### src/rtl/gcd_pkg.sv
// Shared GCD datapath types: default width and multiplier states.
// The GCD controller imports this package as well.
package gcd_pkg;

    localparam int DEF_WIDTH = 16;

    typedef enum logic [1:0] {
        IDLE = 2'd0,
        RUN  = 2'd1,
        DONE = 2'd2
    } mult_state_t;

endpackage

### src/rtl/shift_add_mult_if.sv
// Start/result bundle of the shift-and-add multiplier.
// The master drives operands and start; the slave returns status and product.
interface shift_add_mult_if
    import gcd_pkg::*;
#(
    parameter int WIDTH = DEF_WIDTH
);

    logic               start;
    logic [WIDTH-1:0]   a;
    logic [WIDTH-1:0]   b;
    logic               ready;
    logic               busy;
    logic               done;
    logic [2*WIDTH-1:0] product;

    modport master (
        output start, a, b,
        input  ready, busy, done, product
    );

    modport slave (
        input  start, a, b,
        output ready, busy, done, product
    );

endinterface

### src/rtl/shift_add_mult_addc.sv
// Combinational WIDTH-bit adder with carry-out.
// Port shape matches the subtractor so the two units are interchangeable.
module addc
    import gcd_pkg::*;
#(
    parameter int WIDTH = DEF_WIDTH
) (
    input  logic [WIDTH-1:0] in1,
    input  logic [WIDTH-1:0] in2,
    output logic [WIDTH-1:0] sum,
    output logic             cout
);

    // Full-width add; the extra bit lands in cout.
    always_comb begin
        {cout, sum} = {1'b0, in1} + {1'b0, in2};
    end

endmodule

### src/rtl/shift_add_mult.sv
// Sequential unsigned shift-and-add multiplier, fixed WIDTH-cycle run.
// P holds {partial upper, remaining multiplier bits} and is the product.
module shift_add_mult
    import gcd_pkg::*;
#(
    parameter int WIDTH = DEF_WIDTH
) (
    input  logic            clk,
    input  logic            rst,
    shift_add_mult_if.slave bus
);

    localparam int CW = $clog2(WIDTH + 1);

    mult_state_t        state_q;
    mult_state_t        state_d;
    logic [WIDTH-1:0]   mcand_q;
    logic [2*WIDTH-1:0] p_q;
    logic [2*WIDTH-1:0] p_next;
    logic [CW-1:0]      count_q;
    logic               load;
    logic               step;
    logic [WIDTH-1:0]   add_sum;
    logic               add_cout;
    logic [WIDTH:0]     upper;

    addc #(
        .WIDTH (WIDTH)
    ) u_addc (
        .in1  (p_q[2*WIDTH-1:WIDTH]),
        .in2  (mcand_q),
        .sum  (add_sum),
        .cout (add_cout)
    );

    // Conditional add, then shift the (2W+1)-bit value right by one.
    always_comb begin
        upper = {1'b0, p_q[2*WIDTH-1:WIDTH]};
        if (p_q[0]) begin
            upper = {add_cout, add_sum};
        end
        p_next = {upper, p_q[WIDTH-1:1]};
    end

    // State register; reset aborts any run in flight.
    always_ff @(posedge clk or posedge rst) begin
        if (rst) begin
            state_q <= IDLE;
        end else begin
            state_q <= state_d;
        end
    end

    // Next state and load/step strobes; code 3 falls back to IDLE.
    always_comb begin
        state_d = state_q;
        load    = 1'b0;
        step    = 1'b0;
        unique case (state_q)
            IDLE: begin
                if (bus.start) begin
                    load    = 1'b1;
                    state_d = RUN;
                end
            end
            RUN: begin
                step = 1'b1;
                if (count_q == CW'(WIDTH - 1)) begin
                    state_d = DONE;
                end
            end
            DONE: begin
                if (bus.start) begin
                    load    = 1'b1;
                    state_d = RUN;
                end else begin
                    state_d = IDLE;
                end
            end
            default: begin
                state_d = IDLE;
            end
        endcase
    end

    // Operand capture on accept, one iteration per RUN cycle.
    always_ff @(posedge clk or posedge rst) begin
        if (rst) begin
            mcand_q <= '0;
            p_q     <= '0;
            count_q <= '0;
        end else if (load) begin
            mcand_q <= bus.a;
            p_q     <= {{WIDTH{1'b0}}, bus.b};
            count_q <= '0;
        end else if (step) begin
            p_q     <= p_next;
            count_q <= count_q + CW'(1);
        end
    end

    // Moore status decode from registered state only.
    always_comb begin
        bus.ready   = (state_q == IDLE) || (state_q == DONE);
        bus.busy    = (state_q == RUN);
        bus.done    = (state_q == DONE);
        bus.product = p_q;
    end

endmodule

### src/flat_wrapper.sv
// flat-port wrapper written by rule: the top's interface ports become plain ports
module shift_add_mult_flat import gcd_pkg::*;
#(
    parameter int WIDTH = DEF_WIDTH
)
  (clk, rst, bus_start, bus_a, bus_b, bus_ready, bus_busy, bus_done, bus_product);
  shift_add_mult_if #(.WIDTH(WIDTH)) bus_i ();
  input  logic clk;
  input  logic rst;
  input wire logic [$bits(bus_i.start)-1:0] bus_start;
  input wire logic [$bits(bus_i.a)-1:0] bus_a;
  input wire logic [$bits(bus_i.b)-1:0] bus_b;
  output wire logic [$bits(bus_i.ready)-1:0] bus_ready;
  output wire logic [$bits(bus_i.busy)-1:0] bus_busy;
  output wire logic [$bits(bus_i.done)-1:0] bus_done;
  output wire logic [$bits(bus_i.product)-1:0] bus_product;
  assign bus_i.start = bus_start;
  assign bus_i.a = bus_a;
  assign bus_i.b = bus_b;
  assign bus_ready = bus_i.ready;
  assign bus_busy = bus_i.busy;
  assign bus_done = bus_i.done;
  assign bus_product = bus_i.product;
  shift_add_mult #(.WIDTH(WIDTH)) u_core (.clk(clk), .rst(rst), .bus(bus_i));
endmodule
### config.mk
export PLATFORM = sky130hd
export DESIGN_NAME = shift_add_mult_flat
export DESIGN_NICKNAME = d
export VERILOG_FILES = /design/src/rtl/gcd_pkg.sv /design/src/rtl/shift_add_mult_if.sv /design/src/rtl/shift_add_mult_addc.sv /design/src/rtl/shift_add_mult.sv /design/src/flat_wrapper.sv
export SDC_FILE = /design/constraint.sdc
export NUM_CORES = 1
export LEC_CHECK = 0
export CORE_MARGIN = 2
export CORE_UTILIZATION = 30
export DETAILED_ROUTE_END_ITERATION = 10
export PLACE_DENSITY = 0.58
export SYNTH_ARGS = -nofsm -noshare
export SYNTH_HDL_FRONTEND = slang
export SYNTH_HIERARCHICAL = 1
export SYNTH_SLANG_ARGS = --single-unit
### constraint.sdc
create_clock -name clk -period 4.2 [get_ports clk]
set_input_delay 0.63 -clock clk [delete_from_list [all_inputs] [get_ports clk]]
set_output_delay 0.63 -clock clk [all_outputs]
set_load 0.02 [all_outputs]
## Word-level counts from Yosys, hierarchy flattened

Index checks and enable logic that the tools add are counted.

| storage, ports and cells | value |
|---|---|
| register bits | 55 |

| cells by class | value |
|---|---|
| $add $sub $neg | 2 |
| equality and inequality tests | 5 |
| multiplexer cells | 12 |
| reductions and logical operators | 5 |

Operators with widths:

| kind | number |
|---|---|
| $mux W32 | 2 |
| $add A16 B16 Y17 | 1 |
| $mux W17 | 1 |
| $mux W5 | 2 |
| $pmux W2 S3 | 1 |
| $add A5 B1 Y5 const B | 1 |
| $eq A5 B4 Y1 const B | 1 |
| $mux W1 | 4 |
| $mux W2 | 2 |
| $eq A2 B1 Y1 const B | 1 |
| $eq A2 B2 Y1 const B | 1 |
| $logic_not A2 Y1 | 1 |
| $ne A2 B1 Y1 const B | 1 |
| $ne A2 B2 Y1 const B | 1 |
| $reduce_and A2 Y1 | 1 |
| $reduce_bool A2 Y1 | 1 |
| $reduce_or A2 Y1 | 1 |
| $logic_or A1 B1 Y1 | 1 |

## Longest topological paths before layout

Gate-level depths: netlist of the first run.

| logic depth | value |
|---|---|
| depth in word-level cells | 4 |
| gate-level depth with buffers | 9 |

## Hierarchy

Netlist of the first run, hierarchy kept.

Modules (own cells, without submodules):

| module | instances | cells each | area an instance (µm²) | seq. area each (µm²) |
|---|---|---|---|---|
| shift_add_mult | 1 | 223 | 2403.6 | 1376.3 |
| addc | 1 | 110 | 855.8 | 0.0 |

## Least setup slack after synthesis of the first run

OpenSTA, ideal clock, no wires.

| path | value |
|---|---|
| path type | flip-flop to flip-flop |
| from | register u_core.p_q[16] (netlist: u_core/bus.product[16]) |
| to | register u_core.p_q[31] (netlist: u_core/bus.product[31]) |
| setup time | 122 ps |
| arrival time | 2290 ps |
| setup slack | 1788 ps |
| stages on the path, launching flop included | 9 |
| clock period less this slack | 2412 ps |
| path through | dfrtp_1 -> ha_1 -> fa_1 -> a21o_1 -> a221oi_2 -> o21ai_2 -> a21oi_2 -> o21ai_0 -> a32o_1 |

| between the ends | value |
|---|---|
| cells in the longest elaborated chain, start to end | 4 |

Ends and longest elaborated chain:

| element | RTL line | RTL |
|---|---|---|
| from (decl) | shift_add_mult.sv:18 | `logic [2*WIDTH-1:0] p_q;` |
| from (signal assigned) | shift_add_mult.sv:94 | `p_q <= {{WIDTH{1'b0}}, bus.b};` |
| from (signal assigned) | shift_add_mult.sv:97 | `p_q <= p_next;` |
| $add A16 B16 Y17 | shift_add_mult_addc.sv:16 | `{cout, sum} = {1'b0, in1} + {1'b0, in2};` |
| via u_core.add_cout | shift_add_mult.sv:24 | `logic add_cout;` |
| $mux W17 | shift_add_mult.sv:39 | `if (p_q[0]) begin` |
| $mux W32 | shift_add_mult.sv:96 | `end else if (step) begin` |
| $mux W32 | shift_add_mult.sv:92 | `end else if (load) begin` |

The timed path passes the listed nets, and every way through them passes these cells. The select of a mux whose other input is x is not followed.
A chain may end at the register's enable or synchronous reset.

## Worst setup path after layout of the first run

Ends and elaborated chain as after synthesis.

==> flow_summary.yaml, run 1 <==
place:
  io_buffers: 69
  dp.cells: 522
  place_congestion: 0.849
  hpwl_um: 5450
layout:
  n_antenna_cell: 0
  drive_gt1_share_pct: 6.15
  area.growth.synth_to_final_pct: 26.0
  utilization_pct: 38.4
  final_net_count: 443
  final-instance-count-excl-fill: 530
drt:
  first_iter_violations: 109
  wl_um: 7730
  vias: 2657
  drt-vias-per-instance: 5.01
  drc: 0
  wl_per_cell_um: 14.6
  drt_first_pass_iters: 4
  antenna_left: 0
worst_setup_path:
  path_class: "reg -> reg"
  crit_arrival_ps: 2760
  cp_slowest_stage_delay_ps: 430
  end_kind: "flip-flop"
  cp_top_family: "compound AO/OA/AOI/OAI gates"
  startpoint_type: "flip-flop"
  worstPathRequired_ps: 4410
  cp_slowest_cell: "a221oi_2"
  crit_chain: "ha_1, fa_1, a21o_1, a221oi_2, o21ai_2, a21oi_2, o21ai_0, a32o_1"
  worst-path-max-fanout: 4
  crit_buf_inv: 0
clocking:
  clk_pin_slew_worst_paths_ps: 110
  numCtsBuffers: 5
  tritoncts: "done"
  root_buffer: "clkbuf_8"
  clockBufferDepth: 2
  clock_latency_ps: 310
  cts_hold_buf: 0
  cts_resized: 0
  clock_sinks: 55
  cts_setup_buffers: 0
  h-tree-depth: 2
run:
  maxCapViolations: 0
global_routing:
  grt_pass1_vias: 2708
  grt_overflow: 0
  antenna_found_initial: 0
  use_met2_pct: 22.2
  grt_pass1_wl_um: 13200
  met1_usage_pct: 19.1
  busiest_layer: "met2"
  grt_usage_pct: 13.8
  grt_max_degree: 37
  globalRouteMet3Util_pct: 2.83
timing:
  fin_crit_ps: 2550
  grt_setup_unrepaired: "false"
  skew_ps: 8.11
  slew_headroom_pct: 44.5
  setup_viol: 0
  drv_slew: 0
  tns_ps: 0
  worst_slew_pin_slew_ps: 829
  timing.final.crit_share_pct: 60.8
  fmax_mhz: 392
  hold_violations: 0
die:
  design.die.area_um2: 11700
  start_util_pct: 30.5
  fp.coreArea_um2: 10700
  rows: 38
  die_h_um: 108
  die_w_um: 108
  ios: 70
yosys:
  mappedNetlistArea_um2: 3260
  synth-main-ff-cell: "dfrtp_1"
  synth_top_area_cell: "dfrtp_1"
  netlist_top_cells_count: "nand2_1 (69), dfrtp_1 (55), nand3_1 (19)"
  yosysMostFrequentCell: "nand2_1"
  synth_edf_count: 0
  synth.avg_cell_area_um2: 9.79
  yosysUniqueCellTypes: 51
  synth_area_leaders: "dfrtp_1 (42%), nand2_1 (7.9%), ha_1 (6.9%)"
  synth_top_area_share_pct: 42.2
  ys_seq_elements: 55
  syn_nets: 387
  synthArstFlopShare_pct: 100
  ys_seq_area_share_pct: 42.2
  yosysWarnings: 6
  synthesis.instances: 333
hold_path:
  hp-class: "reg -> reg"
power:
  p_per_area_nw_per_um2: 911
  power_leakage_nw: 1.89
  totalPowerFinal_w: 0.00374
  ir_drop_uv: 704
run_status:
  status: "finished clean"
## cell usage in the layout, fill, tap and decap left out, types with 4 or more instances in the layout
master           Yosys  routed
a211oi_1             4       4
a22oi_1             15      15
a21o_1               9       9
o21ai_0              6       6
nand2_1             69      69
clkbuf_8             0       5
clkdlybuf4s50_1      0      69
nor2_1               4       4
a21oi_1              6       6
inv_1                7       6
xnor2_1              6       6
xor2_1               4       4
o2bb2ai_1           16      16
and3_1               5       5
ha_1                18      18
buf_4                3       5
mux2i_1             18      18
dfrtp_1             55      55
nand3_1             19      19
## logic make-up (layout without fill, tap and decap cells)
family	after synthesis	in the layout	synth area share, %
AO/OA/AOI/OAI	80	80	19.4
buffers and inverters	33	90	5.64
adder cells (fa/ha/maj)	19	19	7.52
flip-flops	55	55	42.2
XOR/XNOR	10	10	2.69
AND/OR/NAND/NOR	117	117	16.5
multiplexers	19	19	5.99
## state kept, by name, summed over array words and instances (netlist names)
name                count
u_core/bus.product     32
u_core/count_q          5
u_core/mcand_q         16
u_core/state_q          2
## through the flow
step / setup WS (ps) / hold WS, ps / area (um2)
floorplan: 1790 / 437 / 3260
global placement: 1690 / 465 / 4010
detailed placement: 1650 / 470 / 4010
CTS: 1650 / 487 / 4110
global route: 1520 / 517 / 4110
finish: 1650 / 489 / 4110
## metal layers
layer | vias to the layer above | wire length, um
met4 | 0 | 72
met2 | 56 | 3730
met5 | - | 0
met3 | 8 | 304
met1 | 1278 | 3620
li1 | 1315 | -
## layout make-up
type / count / area, um2
Clock buffer: 5 / 68.8
Fill cell: 1088 / 6590
Clock inverter: 3 / 25.0
Timing Repair Buffer: 74 / 728
Multi-Input combinational cell: 245 / 1700
Tap cell: 140 / 175
Inverter: 8 / 32.5
Sequential cell: 55 / 1380
## power breakdown
| part | switching (W) | total (W) | leakage [nW] | internal [W] |
|---|---|---|---|---|
| combinational | 0.00133 | 0.00242 | 1.17 | 0.00109 |
| clock | 0.000188 | 0.000308 | 0.0443 | 0.000120 |
| sequential | 0.000223 | 0.00102 | 0.679 | 0.000795 |
| total | 0.00174 | 0.00374 | 1.89 | 0.00201 |
## final timing paths
| kind | start | to | slack [ps] | depth (start not counted) |
|---|---|---|---|---|
| max in group asynchronous | rst | u_core/bus.product[25] | 2680 | 3 |
| max reg2reg | u_core/bus.product[16] | u_core/bus.product[31] | 1650 | 8 |
| max | u_core/bus.product[16] | u_core/bus.product[31] | 1650 | 8 |
| min reg2reg | u_core/count_q[3] | u_core/count_q[3] | 490 | 1 |
| min in group asynchronous | rst | u_core/count_q[2] | 770 | 2 |
| min | u_core/count_q[3] | u_core/count_q[3] | 490 | 1 |
(Power assumes the default switching activity.)
==> run 2: changes to the inputs <==
--- a/config.mk
+++ b/config.mk
@@ -8,7 +8,7 @@
 export CORE_MARGIN = 2
 export CORE_UTILIZATION = 30
 export DETAILED_ROUTE_END_ITERATION = 10
-export PLACE_DENSITY = 0.58
+export PLACE_DENSITY = 0.6
 export SYNTH_ARGS = -nofsm -noshare
 export SYNTH_HDL_FRONTEND = slang
 export SYNTH_HIERARCHICAL = 1
==> constraint.sdc (replaced) <==
create_clock -name clk -period 2.3 [get_ports clk]
set_input_delay 0.345 -clock clk [delete_from_list [all_inputs] [get_ports clk]]
set_output_delay 0.345 -clock clk [all_outputs]
set_load 0.02 [all_outputs]
==> flow_summary.yaml, run 2 (same netlist as run 1, synthesis figures left out) <==
timing:
  hold_violations: 0
  grt_setup_unrepaired: "true"
  setup_viol: 0
  worst_slew_pin_slew_ps: 483
  slew_headroom_pct: 67.7
  tns_ps: 0
  drv_slew: 0
  timing.final.crit_share_pct: 99.7
  skew_ps: 15.8
  setup_ws_ps: 7.18
  fin_crit_ps: 2290
  fmax_mhz: 436
place:
  post-place-ws_ps: -29.7
  place_area_um2: 4140
  hpwl_um: 5620
  io_buffers: 69
  place_congestion: 0.852
drt:
  drt-vias-per-instance: 4.97
  wl_per_cell_um: 14.4
  antenna_left: 0
  wl_um: 7910
  drc: 0
  drt_first_pass_iters: 4
  vias: 2721
  first_iter_violations: 113
power:
  ir_drop_uv: 780
  totalPowerFinal_w: 0.00741
  p_per_area_nw_per_um2: 1700
  power_leakage_nw: 1.99
worst_setup_path:
  path_class: "reg -> reg"
  startpoint_type: "flip-flop"
  end_kind: "flip-flop"
  worst-path-max-fanout: 3
  crit_arrival_ps: 2510
  worstPathRequired_ps: 2510
clocking:
  clock_sinks: 55
  root_buffer: "clkbuf_8"
  clock_latency_ps: 320
  clk_pin_slew_worst_paths_ps: 110
  tritoncts: "done"
  h-tree-depth: 2
  numCtsBuffers: 5
  cts_hold_buf: 0
  clockBufferDepth: 2
die:
  start_util_pct: 30.5
  design.die.area_um2: 11700
  die_w_um: 108
  die_h_um: 108
  fp.coreArea_um2: 10700
  ios: 70
  rows: 38
layout:
  area.growth.synth_to_final_pct: 33.3
  n_antenna_cell: 0
  drive_gt1_share_pct: 14.0
  final_net_count: 461
  utilization_pct: 40.6
  mostFrequentLayoutCells: "clkdlybuf4s50_1 (69), nand2_1 (68), dfrtp_1 (54)"
  stdcell_area_um2: 4340
  final_common_cell: "clkdlybuf4s50_1"
  largest_reg_flops: 32
global_routing:
  met1_usage_pct: 18.5
  grt_usage_pct: 14.1
  globalRouteMet3Util_pct: 2.41
  grt_pass1_wl_um: 13400
  antenna_found_initial: 0
  use_met2_pct: 23.9
  grt_max_degree: 37
  busiest_layer: "met2"
  grt_overflow: 0
  grt_pass1_vias: 2814
hold_path:
  hp-class: "in -> async"
run:
  maxCapViolations: 0
run_status:
  status: "finished clean"
-- run 2: metrics by stage --
step           hold WS (ps)  cells
6_report                357    548
5_1_grt                 395    548
4_1_cts                 366    543
3_5_place_dp            473    535
3_3_place_gp            456    535
2_1_floorplan           437    333
-- run 2: layout make-up --
cell class	count	area [um2]
repair buffers	92	876
clock buffers	5	68.8
well taps	140	175
clock inverters	3	27.5
fillers	1078	6350
flip-flops and latches	55	1380
multi-input cells	245	1790
inverters	8	32.5
-- run 2: worst paths after layout --
check                      cells past startpoint              startpoint  slack (ps)                     end
setup / recovery                               8  u_core/bus.product[16]           7  u_core/bus.product[31]
hold / removal                                 2                     rst         360  u_core/bus.product[19]
setup reg to reg                               8  u_core/bus.product[16]           7  u_core/bus.product[31]
hold reg to reg                                1       u_core/count_q[3]         480       u_core/count_q[3]
max in group asynchronous                      3                     rst        1400      u_core/mcand_q[11]
min in group clk                               1       u_core/count_q[3]         480       u_core/count_q[3]
-- run 2: report_power, final --
part           leakage [nW]  internal (W)  switching (W)
clock network        0.0463      0.000225       0.000351
logic                  1.26       0.00234        0.00264
registers             0.678       0.00145       0.000404
-- run 2: what timing repair did --
action	CTS	global route
gates resized for setup	4	12
pin swaps	5	12
buffers inserted	0	5
setup endpoints to repair	5	8
-- run 2: worst max-delay path: stages, from the launching register on --
cell	delay, ps
dfrtp_2	430
ha_4	170
fa_2	380
a21o_1	240
a221oi_4	340
o21ai_2	130
a21oi_2	190
o21ai_1	90
a32o_1	240
-- run 2: routing by layer --
| metal | part of all wire, % | up-vias |
|---|---|---|
| li1 | - | 1350 |
| met1 | 47 | 1314 |
| met2 | 49 | 45 |
| met3 | 2.9 | 12 |
| met4 | 1.6 | 0 |
| met5 | 0 | - |
